`src/rtl/alu_param.sv`:
```
// Parametrised ALU with operand registers A/B, an accumulator and Z/C/N/E flags, using a valid/busy handshake.
// Defining ALU_PARAM_MUL_EN adds the iterative shift-add multiplier (op 11) and its Busy handshake.
module alu_param #(
    parameter int WIDTH     = 8,
    parameter int MUL_CNT_W = $clog2(WIDTH + 1)
) (
    input  logic             Clk,
    input  logic             Rst_n,
    input  logic             Op_valid,
    input  logic [3:0]       Op_code,
    input  logic [WIDTH-1:0] InData,
    output logic             Busy,
    output logic [WIDTH-1:0] OutData,
    output logic             Out_valid,
    output logic             FlagZ,
    output logic             FlagC,
    output logic             FlagN,
    output logic             FlagE
);

    typedef enum logic [3:0] {
        OP_NOP, OP_LDA, OP_LDB, OP_ADD, OP_SUB, OP_AND, OP_OR,
        OP_XOR, OP_SHL, OP_SHR, OP_CMP, OP_MUL, OP_OEACC
    } op_e;

    if (WIDTH < 4 || WIDTH > 32 || MUL_CNT_W != $clog2(WIDTH + 1)) begin : g_bad_param
        $error("alu_param: WIDTH must be 4..32 and MUL_CNT_W must not be overridden");
    end

    logic [WIDTH-1:0] a_reg, b_reg, acc;
    logic [WIDTH:0]   sum;
    logic [WIDTH-1:0] alu_res;
    logic             alu_c, alu_e, acc_we, flag_we, neg_b_msb;
    logic             accept;
    logic             mul_done, mul_c;
    logic [WIDTH-1:0] mul_res;

    assign accept = Op_valid && !Busy;

    // MSB of (~B + 1): the increment only carries into the MSB when all lower bits of B are zero.
    assign neg_b_msb = ~b_reg[WIDTH-1] ^ (b_reg[WIDTH-2:0] == '0);

    // NOTE: every variable gets a default before the case so that no path leaves one unassigned (no latches).
    always_comb begin
        sum     = '0;
        alu_res = acc;
        alu_c   = 1'b0;
        alu_e   = 1'b0;
        acc_we  = 1'b0;
        flag_we = 1'b0;
        case (Op_code)
            OP_ADD: begin
                sum     = {1'b0, a_reg} + {1'b0, b_reg};
                alu_res = sum[WIDTH-1:0];
                alu_c   = sum[WIDTH];
                alu_e   = (a_reg[WIDTH-1] == b_reg[WIDTH-1]) && (alu_res[WIDTH-1] != a_reg[WIDTH-1]);
                acc_we  = 1'b1;
                flag_we = 1'b1;
            end
            OP_SUB, OP_CMP: begin
                sum     = {1'b0, a_reg} - {1'b0, b_reg};
                alu_res = sum[WIDTH-1:0];
                alu_c   = sum[WIDTH];
                alu_e   = (a_reg[WIDTH-1] == neg_b_msb) && (alu_res[WIDTH-1] != a_reg[WIDTH-1]);
                acc_we  = (Op_code == OP_SUB);
                flag_we = 1'b1;
            end
            OP_AND: begin alu_res = a_reg & b_reg; acc_we = 1'b1; flag_we = 1'b1; end
            OP_OR:  begin alu_res = a_reg | b_reg; acc_we = 1'b1; flag_we = 1'b1; end
            OP_XOR: begin alu_res = a_reg ^ b_reg; acc_we = 1'b1; flag_we = 1'b1; end
            OP_SHL: begin
                alu_res = {a_reg[WIDTH-2:0], 1'b0};
                alu_c   = a_reg[WIDTH-1];
                acc_we  = 1'b1;
                flag_we = 1'b1;
            end
            OP_SHR: begin
                alu_res = {1'b0, a_reg[WIDTH-1:1]};
                alu_c   = a_reg[0];
                acc_we  = 1'b1;
                flag_we = 1'b1;
            end
            default: ;
        endcase
    end

    // NOTE: state registers use non-blocking assignments so every flop samples pre-edge values.
    always_ff @(posedge Clk or negedge Rst_n) begin
        if (!Rst_n) begin
            a_reg     <= '0;
            b_reg     <= '0;
            acc       <= '0;
            OutData   <= '0;
            Out_valid <= 1'b0;
            FlagZ     <= 1'b0;
            FlagC     <= 1'b0;
            FlagN     <= 1'b0;
            FlagE     <= 1'b0;
        end else begin
            Out_valid <= 1'b0;
            OutData   <= '0;
            if (mul_done) begin
                acc   <= mul_res;
                FlagZ <= (mul_res == '0);
                FlagC <= mul_c;
                FlagN <= mul_res[WIDTH-1];
                FlagE <= 1'b0;
            end else if (accept) begin
                if (Op_code == OP_LDA) a_reg <= InData;
                if (Op_code == OP_LDB) b_reg <= InData;
                if (Op_code == OP_OEACC) begin
                    Out_valid <= 1'b1;
                    OutData   <= acc;
                end
                if (acc_we) acc <= alu_res;
                if (flag_we) begin
                    FlagZ <= (alu_res == '0);
                    FlagC <= alu_c;
                    FlagN <= alu_res[WIDTH-1];
                    FlagE <= alu_e;
                end
            end
        end
    end

`ifdef ALU_PARAM_MUL_EN
    typedef enum logic [1:0] {M_IDLE, M_RUN, M_DONE} mul_state_e;

    mul_state_e           mul_state, mul_state_nxt;
    logic [2*WIDTH-1:0]   mcand, product;
    logic [WIDTH-1:0]     mplier;
    logic [MUL_CNT_W-1:0] mul_cnt;
    logic                 mul_start;

    assign mul_start = accept && (Op_code == OP_MUL);

    always_ff @(posedge Clk or negedge Rst_n) begin
        if (!Rst_n) mul_state <= M_IDLE;
        else        mul_state <= mul_state_nxt;
    end

    always_comb begin
        mul_state_nxt = mul_state;
        case (mul_state)
            M_IDLE: if (mul_start) mul_state_nxt = M_RUN;
            M_RUN:  if (mul_cnt == MUL_CNT_W'(WIDTH - 1)) mul_state_nxt = M_DONE;
            M_DONE: mul_state_nxt = M_IDLE;
            default: mul_state_nxt = M_IDLE;
        endcase
    end

    // One shift-add step per RUN cycle: add the shifted multiplicand when the current multiplier bit is set.
    always_ff @(posedge Clk or negedge Rst_n) begin
        if (!Rst_n) begin
            mcand   <= '0;
            mplier  <= '0;
            product <= '0;
            mul_cnt <= '0;
        end else if (mul_start) begin
            mcand   <= {{WIDTH{1'b0}}, a_reg};
            mplier  <= b_reg;
            product <= '0;
            mul_cnt <= '0;
        end else if (mul_state == M_RUN) begin
            if (mplier[0]) product <= product + mcand;
            mcand   <= mcand << 1;
            mplier  <= mplier >> 1;
            mul_cnt <= mul_cnt + MUL_CNT_W'(1);
        end
    end

    assign Busy     = (mul_state != M_IDLE);
    assign mul_done = (mul_state == M_DONE);
    assign mul_res  = product[WIDTH-1:0];
    assign mul_c    = |product[2*WIDTH-1:WIDTH];
`else
    assign Busy     = 1'b0;
    assign mul_done = 1'b0;
    assign mul_res  = '0;
    assign mul_c    = 1'b0;
`endif

endmodule

```
`config.mk`:
```
export PLATFORM = sky130hd
export DESIGN_NAME = alu_param
export DESIGN_NICKNAME = d
export VERILOG_FILES = /design/src/rtl/alu_param.sv
export SDC_FILE = /design/constraint.sdc
export NUM_CORES = 1
export LEC_CHECK = 0
export BUFFER_PORTS_ARGS = -buffer_cell sky130_fd_sc_hd__buf_2
export CAP_MARGIN = 20
export CORE_AREA = 2 2 74 76
export CTS_CLUSTER_DIAMETER = 100
export CTS_CLUSTER_SIZE = 24
export DETAILED_ROUTE_END_ITERATION = 16
export DIE_AREA = 0 0 76 78
export GPL_TIMING_DRIVEN = 0
export MAX_ROUTING_LAYER = met4
export PLACE_DENSITY = 0.88
export SLEW_MARGIN = 10
export SYNTH_ARGS = -nofsm -noshare
export SYNTH_HDL_FRONTEND = slang
export SYNTH_SLANG_ARGS = --single-unit
export TNS_END_PERCENT = 10
```
`constraint.sdc`:
```
create_clock -name Clk -period 3.2 [get_ports Clk]
set_input_delay 0.48 -clock Clk [delete_from_list [all_inputs] [get_ports Clk]]
set_output_delay 0.48 -clock Clk [all_outputs]
set_load 0.005 [all_outputs]
```
# ---- Word level (Yosys, flattened, before mapping)
# Cells that the tools add are included.
dict set report word_totals {
  inputBits 15
  out_inout_bits 14
  reg_bits 37
  wordCells 51
}
dict set report op_classes {
  addsub 2
  bitwise_logic 5
  eq_ne 15
  n_reduce_logical 11
  mux 9
}
# op count
set op_table {}
lappend op_table {{case mux 8 bit (7 select lines)} 1}
lappend op_table {{== test 4 x 3 -> 1 bit (second input constant)} 4}
lappend op_table {{== test 4 bit (second input constant)} 4}
lappend op_table {{two-way mux 8 bit} 2}
lappend op_table {{adder 8 x 8 -> 9 bit} 1}
lappend op_table {{subtractor 8 x 8 -> 9 bit} 1}
lappend op_table {{bitwise AND 8 bit} 1}
lappend op_table {{== test 4 x 2 -> 1 bit (second input constant)} 2}
lappend op_table {{logical NOT 8 bit} 1}
lappend op_table {{OR 8 bit} 1}
lappend op_table {{AND reduction 2 bit} 4}
lappend op_table {{OR reduction 8 bit} 1}
lappend op_table {{bitwise XOR 8 bit} 1}
lappend op_table {{logical NOT 7 bit} 1}
lappend op_table {{OR reduction 6 bit} 1}
lappend op_table {{== test 4 x 1 -> 1 bit (second input constant)} 1}
lappend op_table {{case mux 1 bit (2 select lines)} 2}
lappend op_table {{case mux 1 bit (4 select lines)} 1}
lappend op_table {{two-way mux 1 bit} 3}
lappend op_table {{== test 1 bit} 2}
lappend op_table {{logical AND 1 bit} 2}
lappend op_table {{!= test 1 bit} 2}
lappend op_table {{OR reduction 2 bit} 1}
lappend op_table {{NOT 1 bit} 1}
lappend op_table {{bitwise XOR 1 bit} 1}

# ---- Longest topological paths before layout
# Gate-level depths: netlist (run 1).
dict set report depth {
  depth_word 5
  mapped_depth 11
  mapped_depth_nobuf 11
}

# ---- Least setup slack after synthesis (run 1)
# Ideal clock, no wire load.
dict set report synth_path {
  path_type {register -> register}
  start {register a_reg[1]}
  end {register FlagZ}
  n_path_buf 0
  required_ps 3108
  setup_ps 92
  synth_period_minus_slack_ps 2357
  arrival_time_ps 2265
  setup_slack_ps 843
  path_stages_with_launch 10
  cell_sequence {dfrtp_1 > inv_1 > ha_1 > o21bai_1 > a21oi_1 > a221oi_1 > o221ai_2 > nor3_1 > nand4_1 > o31ai_2}
}
dict set report synth_via {
  elab_chain_cells 3
  elab_cells_between_ends 7
  classes_between {add/sub (2); mux (1); bitwise (3); reduce/logical (1)}
}
# element line
set synth_lines {}
lappend synth_lines {{start: declaration} 30} ;# logic [WIDTH-1:0] a_reg, b_reg, acc;
lappend synth_lines {{start signal: assignment} 109} ;# if (Op_code == OP_LDA) a_reg <= InData;
lappend synth_lines {{subtractor 8 x 8 -> 9 bit, or another cell as far along} 61} ;# sum = {1'b0, a_reg} - {1'b0, b_reg};
lappend synth_lines {{case mux 8 bit (7 select lines) *} 51} ;# case (Op_code)
lappend synth_lines {{logical NOT 8 bit *} 117} ;# FlagZ <= (alu_res == '0);
lappend synth_lines {{end signal: assignment} 104} ;# FlagZ <= (mul_res == '0);
lappend synth_lines {{end signal: assignment} 117}
lappend synth_lines {{end: declaration} 15} ;# output logic FlagZ,
# Mark *: on every way between the ends. The rest lies on a longest branch, timed or not.
# A chain may end at the register's enable or synchronous reset.

# ---- Final worst setup path (run 1)
# Ends and elaborated chain as after synthesis.

==> impl_metrics.tcl, run 1 <==
set metrics [dict create \
    dp_hpwl_um 5527 \
    numCtsBuffers 5 \
    grt_max_degree 38 \
    placed_cells 416 \
    antenna_found_initial 0 \
    final_common_cell "dfrtp_1" \
    num_antenna_cells 0 \
    cts-root-buf "clkbuf_8" \
    postRouteAntennaNets 0 \
    rsz0062_at_grt "false" \
    max_slew_margin_pct 44.98 \
    synthCells 320 \
    startpoint_type "flop" \
    slew_violations 0 \
    report.final.hold_viol_count 0 \
    fin_crit_ns 2.853 \
    clock_skew_ns 0.001913 \
    drt_pass1_iterations 7 \
    fmax_mhz 350.5 \
    hp-class "input port to asynchronous set/reset pin" \
    multiInputGateArea_sq_mm 0.001812 \
    rr_worst_depth 9 \
    maxCapViolCount 0 \
    grt_usage_pct 26.78 \
    layout-drive-gt1-share_pct 22.88 \
    yosysTopAreaCell "dfrtp_1" \
    routed_wl_um 7228 \
    clock-sinks 37 \
    synthToLayoutAreaGrowth_pct 10.20 \
    nets 394 \
    post-route-drc-count 0 \
    die_y_um 78 \
    rows 26 \
    wl_per_cell_um 17.05 \
    gp_congestion 0.9682 \
    vias 2622 \
    yosysWarnings 0 \
    synth_flop_cell "dfrtp_1" \
    synth.distinct_cells 63 \
    final_util_pct 64.32 \
    synthesis.nets 361 \
    leakage_uw 0.001470 \
    drt_iter0_drc 327 \
    yosysSeqAreaShare_pct 31.46 \
    fin_setup_tns_ns 0 \
    clk_latency_ns 0.29 \
    seq_area_sq_um 925.9 \
    grt_pass1_vias 2431 \
    synthArstFlopShare_pct 100.0 \
    r2r_slack_ns 0.35 \
    ys_seq_elements 37 \
    crit_fanout 7 \
    netlist_area_sq_mm 0.002943 \
    clk_pin_slew_ns 0.07 \
    tightest_slew_ns 0.8204 \
    initial_core_util_pct 58.36 \
    cts_resized 0 \
    worst_slack_ns 0.3472 \
    cts_setup_buffers 0 \
    crit_required_ns 3.40 \
    final_cell_mix "37 x dfrtp_1, 31 x buf_2, 27 x inv_1, 27 x nor2_1, 24 x ha_1" \
    dp_slack_ns 0.4272 \
    reg2reg_to "FlagZ" \
    die_area_sq_mm 0.005928 \
    cts_tree "yes" \
    die_w_um 76 \
    vdd_drop_max_mv 0.3354 \
    grt-ovfl-total 0 \
    finalCritPeriodShare_pct 89.15 \
    core-area_sq_mm 0.005042 \
    ys_top_cells_by_area "dfrtp_1 31%, ha_1 10%, mux2_2 8.0%" \
    critPathKind "flop to flop" \
    via_per_inst 6.184 \
    fillerInstances 420 \
    grt_pass1_wl_um 12210 \
    p_per_area_mw_per_mm2 585.2 \
    status "finished clean" \
    htree_num_levels 2 \
    instances_no_fill 424 \
    synth_edf_count 0 \
    portBuffers 26 \
    clk_path_buf_depth 2 \
    synth_top_area_share_pct 31.46 \
    r2r_start "a_reg[1]" \
    ios 29 \
    setup_viol 0 \
    hold_buffers 0 \
    avgSynthCellArea_sq_um 9.196 \
    cp.arrival_ns 3.06 \
    crit_path_end_kind "flop" \
]
==> worst max path at each step <==
stage / from / to / cells past startpoint
2_1_floorplan: a_reg[1] / FlagZ / 9
3_3_place_gp: a_reg[1] / FlagZ / 9
3_5_place_dp: a_reg[1] / FlagZ / 9
4_1_cts: a_reg[1] / FlagZ / 9
5_1_grt: a_reg[1] / FlagZ / 9
6_report: a_reg[1] / FlagZ / 9
==> layout make-up <==
cell class,instances,area share [%]
multi-input combinational,241,55.86
buffer,15,3.202
clock inverter,2,0.3086
clock buffer,6,2.238
tap,70,2.701
inverter,27,3.125
sequential,37,28.55
timing repair buffer,26,4.012
==> Yosys cell counts (all sizes together) (3+ instances only) <==
cell type,number
o221ai,4
o31ai,5
nand2,23
xnor2,6
clkbuf,3
o21ai,23
a221oi,4
dfrtp,37
nor2b,5
nor2,27
ha,24
o21a,3
a21oi,18
nor3,8
inv,27
buf,12
a211oi,6
a31oi,4
mux2,21
nand2b,4
and2,9
a22oi,4
==> power breakdown <==
part	switching (uW)	internal, uW	leakage [uW]
Clock	163	151	0.0000450
Combinational	529	391	0.000954
Sequential	104	560	0.000471
==> critical path: stages, from the launching register on <==
cell and delay [ns]:
dfrtp_1 0.50, inv_1 0.13, ha_1 0.36, o21bai_1 0.37
a21oi_1 0.17, a221oi_1 0.37, o221ai_2 0.17, nor3_1 0.26
nand4_1 0.17, o31ai_2 0.27
==> cell families after synthesis <==
group / count (synthesis) / share of synthesized area (%)
XOR/XNOR: 7 / 2.083
AO/OA/AOI/OAI: 94 / 23.17
other: 1 / 0.1274
multiplexers: 21 / 8.036
adder cells (fa/ha/maj): 26 / 11.56
AND/OR/NAND/NOR: 92 / 16.58
buffers and inverters: 42 / 6.973
flip-flops: 37 / 31.46
==> stage by stage <==
step | power, uW | instance area [sq um] | hold WS, ns
final | 1898 | 3243 | 0.2658
after detailed placement | 1568 | 3161 | 0.4619
after CTS | 1886 | 3243 | 0.2999
after global placement | 1536 | 3161 | 0.4523
after global routing | 2038 | 3243 | 0.3494
after floorplan | 1334 | 2943 | 0.1844
==> per-layer routing <==
metal / global-route usage, % / share of wire (%) / vias up
met2: 43.66 / 47 / 160
li1: - / - / 1218
met3: 4.884 / 8.9 / 23
met5: - / 0 / -
met4: 9.818 / 3.4 / 0
met1: 33.66 / 41 / 1221
(Power assumes the default switching activity.)
==> inputs of run 2 (changes only) <==
Settings changed: BUFFER_PORTS_ARGS -buffer_cell sky130_fd_sc_hd__buf_2 to not set, DONT_BUFFER_PORTS set to 1, PLACE_DENSITY 0.88 to 0.83, TNS_END_PERCENT 10 to 50.
==> run 2 against run 1 <==
Net effect:
- the flow now finishes with violations (negative hold slack)
- register-to-register slack worse by 0.07 ns
- via count shrank 5.5%
- die area stayed put
- combinational power down 2.3%
- count of clock-buffer cells in the layout shrank 1
- largest power group unchanged
==> impl_metrics.tcl, run 2 (synthesis results as in run 1) <==
set metrics [dict create \
    die_y_um 78 \
    status "complete, but fails checks" \
    postRouteAntennaNets 0 \
    antenna_found_initial 0 \
    rr_worst_depth 9 \
    cts_resized 0 \
    rsz0062_at_grt "false" \
    violations "negative hold slack" \
    crit_end "FlagZ" \
    report.final.hold_viol_count 2 \
    slew_violations 0 \
    grt_max_degree 38 \
    final_common_cell "dfrtp_1" \
    routed_wl_um 7253 \
    clk_path_buf_depth 2 \
    critPathKind "flop to flop" \
    r2r_start "a_reg[1]" \
    crit_path_end_kind "flop" \
    vdd_drop_max_mv 0.4454 \
    critPathSlowestCell "dfrtp_1" \
    crit_path_start "a_reg[1]" \
    worst_slack_ns 0.2739 \
    vias 2477 \
    rows 26 \
    numCtsBuffers 5 \
    grt_pass1_vias 2411 \
    crit_required_ns 3.41 \
    reg2reg_to "FlagZ" \
    p_per_area_mw_per_mm2 605.1 \
    cp.arrival_ns 3.14 \
    via_per_inst 6.208 \
    fin_crit_ns 2.926 \
    grt_usage_pct 26.81 \
    cts_tree "yes" \
    cts-root-buf "clkbuf_8" \
    gp_congestion 0.9095 \
    max_slew_margin_pct 43.04 \
    finalCritPeriodShare_pct 91.44 \
    hold_slack_ns -0.004675 \
    p_switching_uw 806.2 \
    maxCapViolCount 0 \
    swShare_pct 42.47 \
    cts_setup_buffers 0 \
    tightest_slew_ns 0.8493 \
    dp_hpwl_um 5465 \
    clock_skew_ns 0.01516 \
    synthToLayoutAreaGrowth_pct 6.590 \
    grt_pass1_wl_um 12180 \
    die_w_um 76 \
    clock-sinks 37 \
    power_uw 1898 \
    final_cell_mix "37 x dfrtp_1, 27 x inv_1, 27 x nor2_1, 24 x ha_1, 23 x nand2_1" \
    nets 369 \
    wl_per_cell_um 18.18 \
    fmax_mhz 341.8 \
    drt_iter0_drc 328 \
    ios 29 \
    core-area_sq_mm 0.005042 \
    portBuffers 0 \
    grt-ovfl-total 0 \
    clk_latency_ns 0.31 \
    fillerInstances 426 \
    num_antenna_cells 0 \
    initial_core_util_pct 58.36 \
    layout-drive-gt1-share_pct 17.33 \
    intPower_uw 1092 \
    clk_pin_slew_ns 0.09 \
    fin_setup_tns_ns 0 \
    p_clk_share_pct 17.6 \
    setup_viol 0 \
    drt_pass1_iterations 5 \
    die_area_sq_mm 0.005928 \
    htree_num_levels 2 \
    sequentialPowerShare_pct 35.0 \
    leakage_uw 0.001359 \
    cpPeakStageDelay_ns 0.51 \
    hp-class "input port to asynchronous set/reset pin" \
    startpoint_type "flop" \
    dpl-instance-area_sq_mm 0.003030 \
    crit_fanout 7 \
    dp_slack_ns 0.3795 \
    r2r_slack_ns 0.27 \
    post-route-drc-count 0 \
    path_cells "inv_1, ha_1, o21bai_1, a21oi_1, a221oi_1, o221ai_2, nor3_1, nand4_1, o31ai_2" \
    post-route-cell-area_sq_mm 0.003137 \
    p_comb_share_pct 47.4 \
]
## run 2: what timing repair did
item | CTS | global route
hold buffers | 1 | 0
endpoints found under the setup margin | 0 | 0
endpoints found under the hold margin | 37 | 0
## run 2: metrics by stage
step	util (%)	std cells
2_1_floorplan	-	320
3_3_place_gp	60.10	390
3_5_place_dp	60.10	390
4_1_cts	62.21	399
5_1_grt	62.21	399
6_report	62.21	399
## run 2: power by group through the flow
stage	Clock, uW	Sequential, uW	Combinational, uW
after floorplan	0	636	698
after global placement	0	665	846
after detailed placement	0	673	867
after CTS	340	663	885
after global routing	360	682	1010
final	334	665	899
## run 2: worst max-delay path: cells and delay by family, from the launching register on
kind | cells | cell delay, ns
buf+inv | 1 | 0.13
simple gates | 2 | 0.44
compound gates | 5 | 1.38
flops | 1 | 0.51
fa+ha+maj | 1 | 0.36
## run 2: cell type report
cell class	count	area [sq um]	area share (%)
plain buffers	15	103.9	3.311
clock buffers	5	68.82	2.194
clock inverters	3	17.52	0.5584
inverters	27	101.3	3.231
multi-input cells	241	1812	57.76
flip-flops and latches	37	925.9	29.52
well taps	70	87.58	2.792
repair buffers	1	20.02	0.6382
## run 2: how the worst min path moves through the flow
stage | from | end | slack (ns) | depth (start not counted)
finish | Rst_n | OutData[3] | -0.005 | 1
global route | Rst_n | OutData[3] | 0.008 | 1
CTS | Rst_n | OutData[3] | 0.007 | 1
detailed placement | Rst_n | OutData[0] | 0.19 | 0
global placement | Rst_n | OutData[2] | 0.19 | 0
floorplan | Rst_n | FlagC | 0.18 | 0
## run 2: per-layer routing
layer / vias up / part of all wire (%) / global-route usage, % / wire [um]
met2: 142 / 47 / 44.11 / 3402
li1: 1164 / - / - / -
met4: 0 / 2.5 / 8.182 / 178
met1: 1150 / 42 / 33.63 / 3027
met3: 21 / 8.9 / 5.465 / 645
met5: - / 0 / - / 0
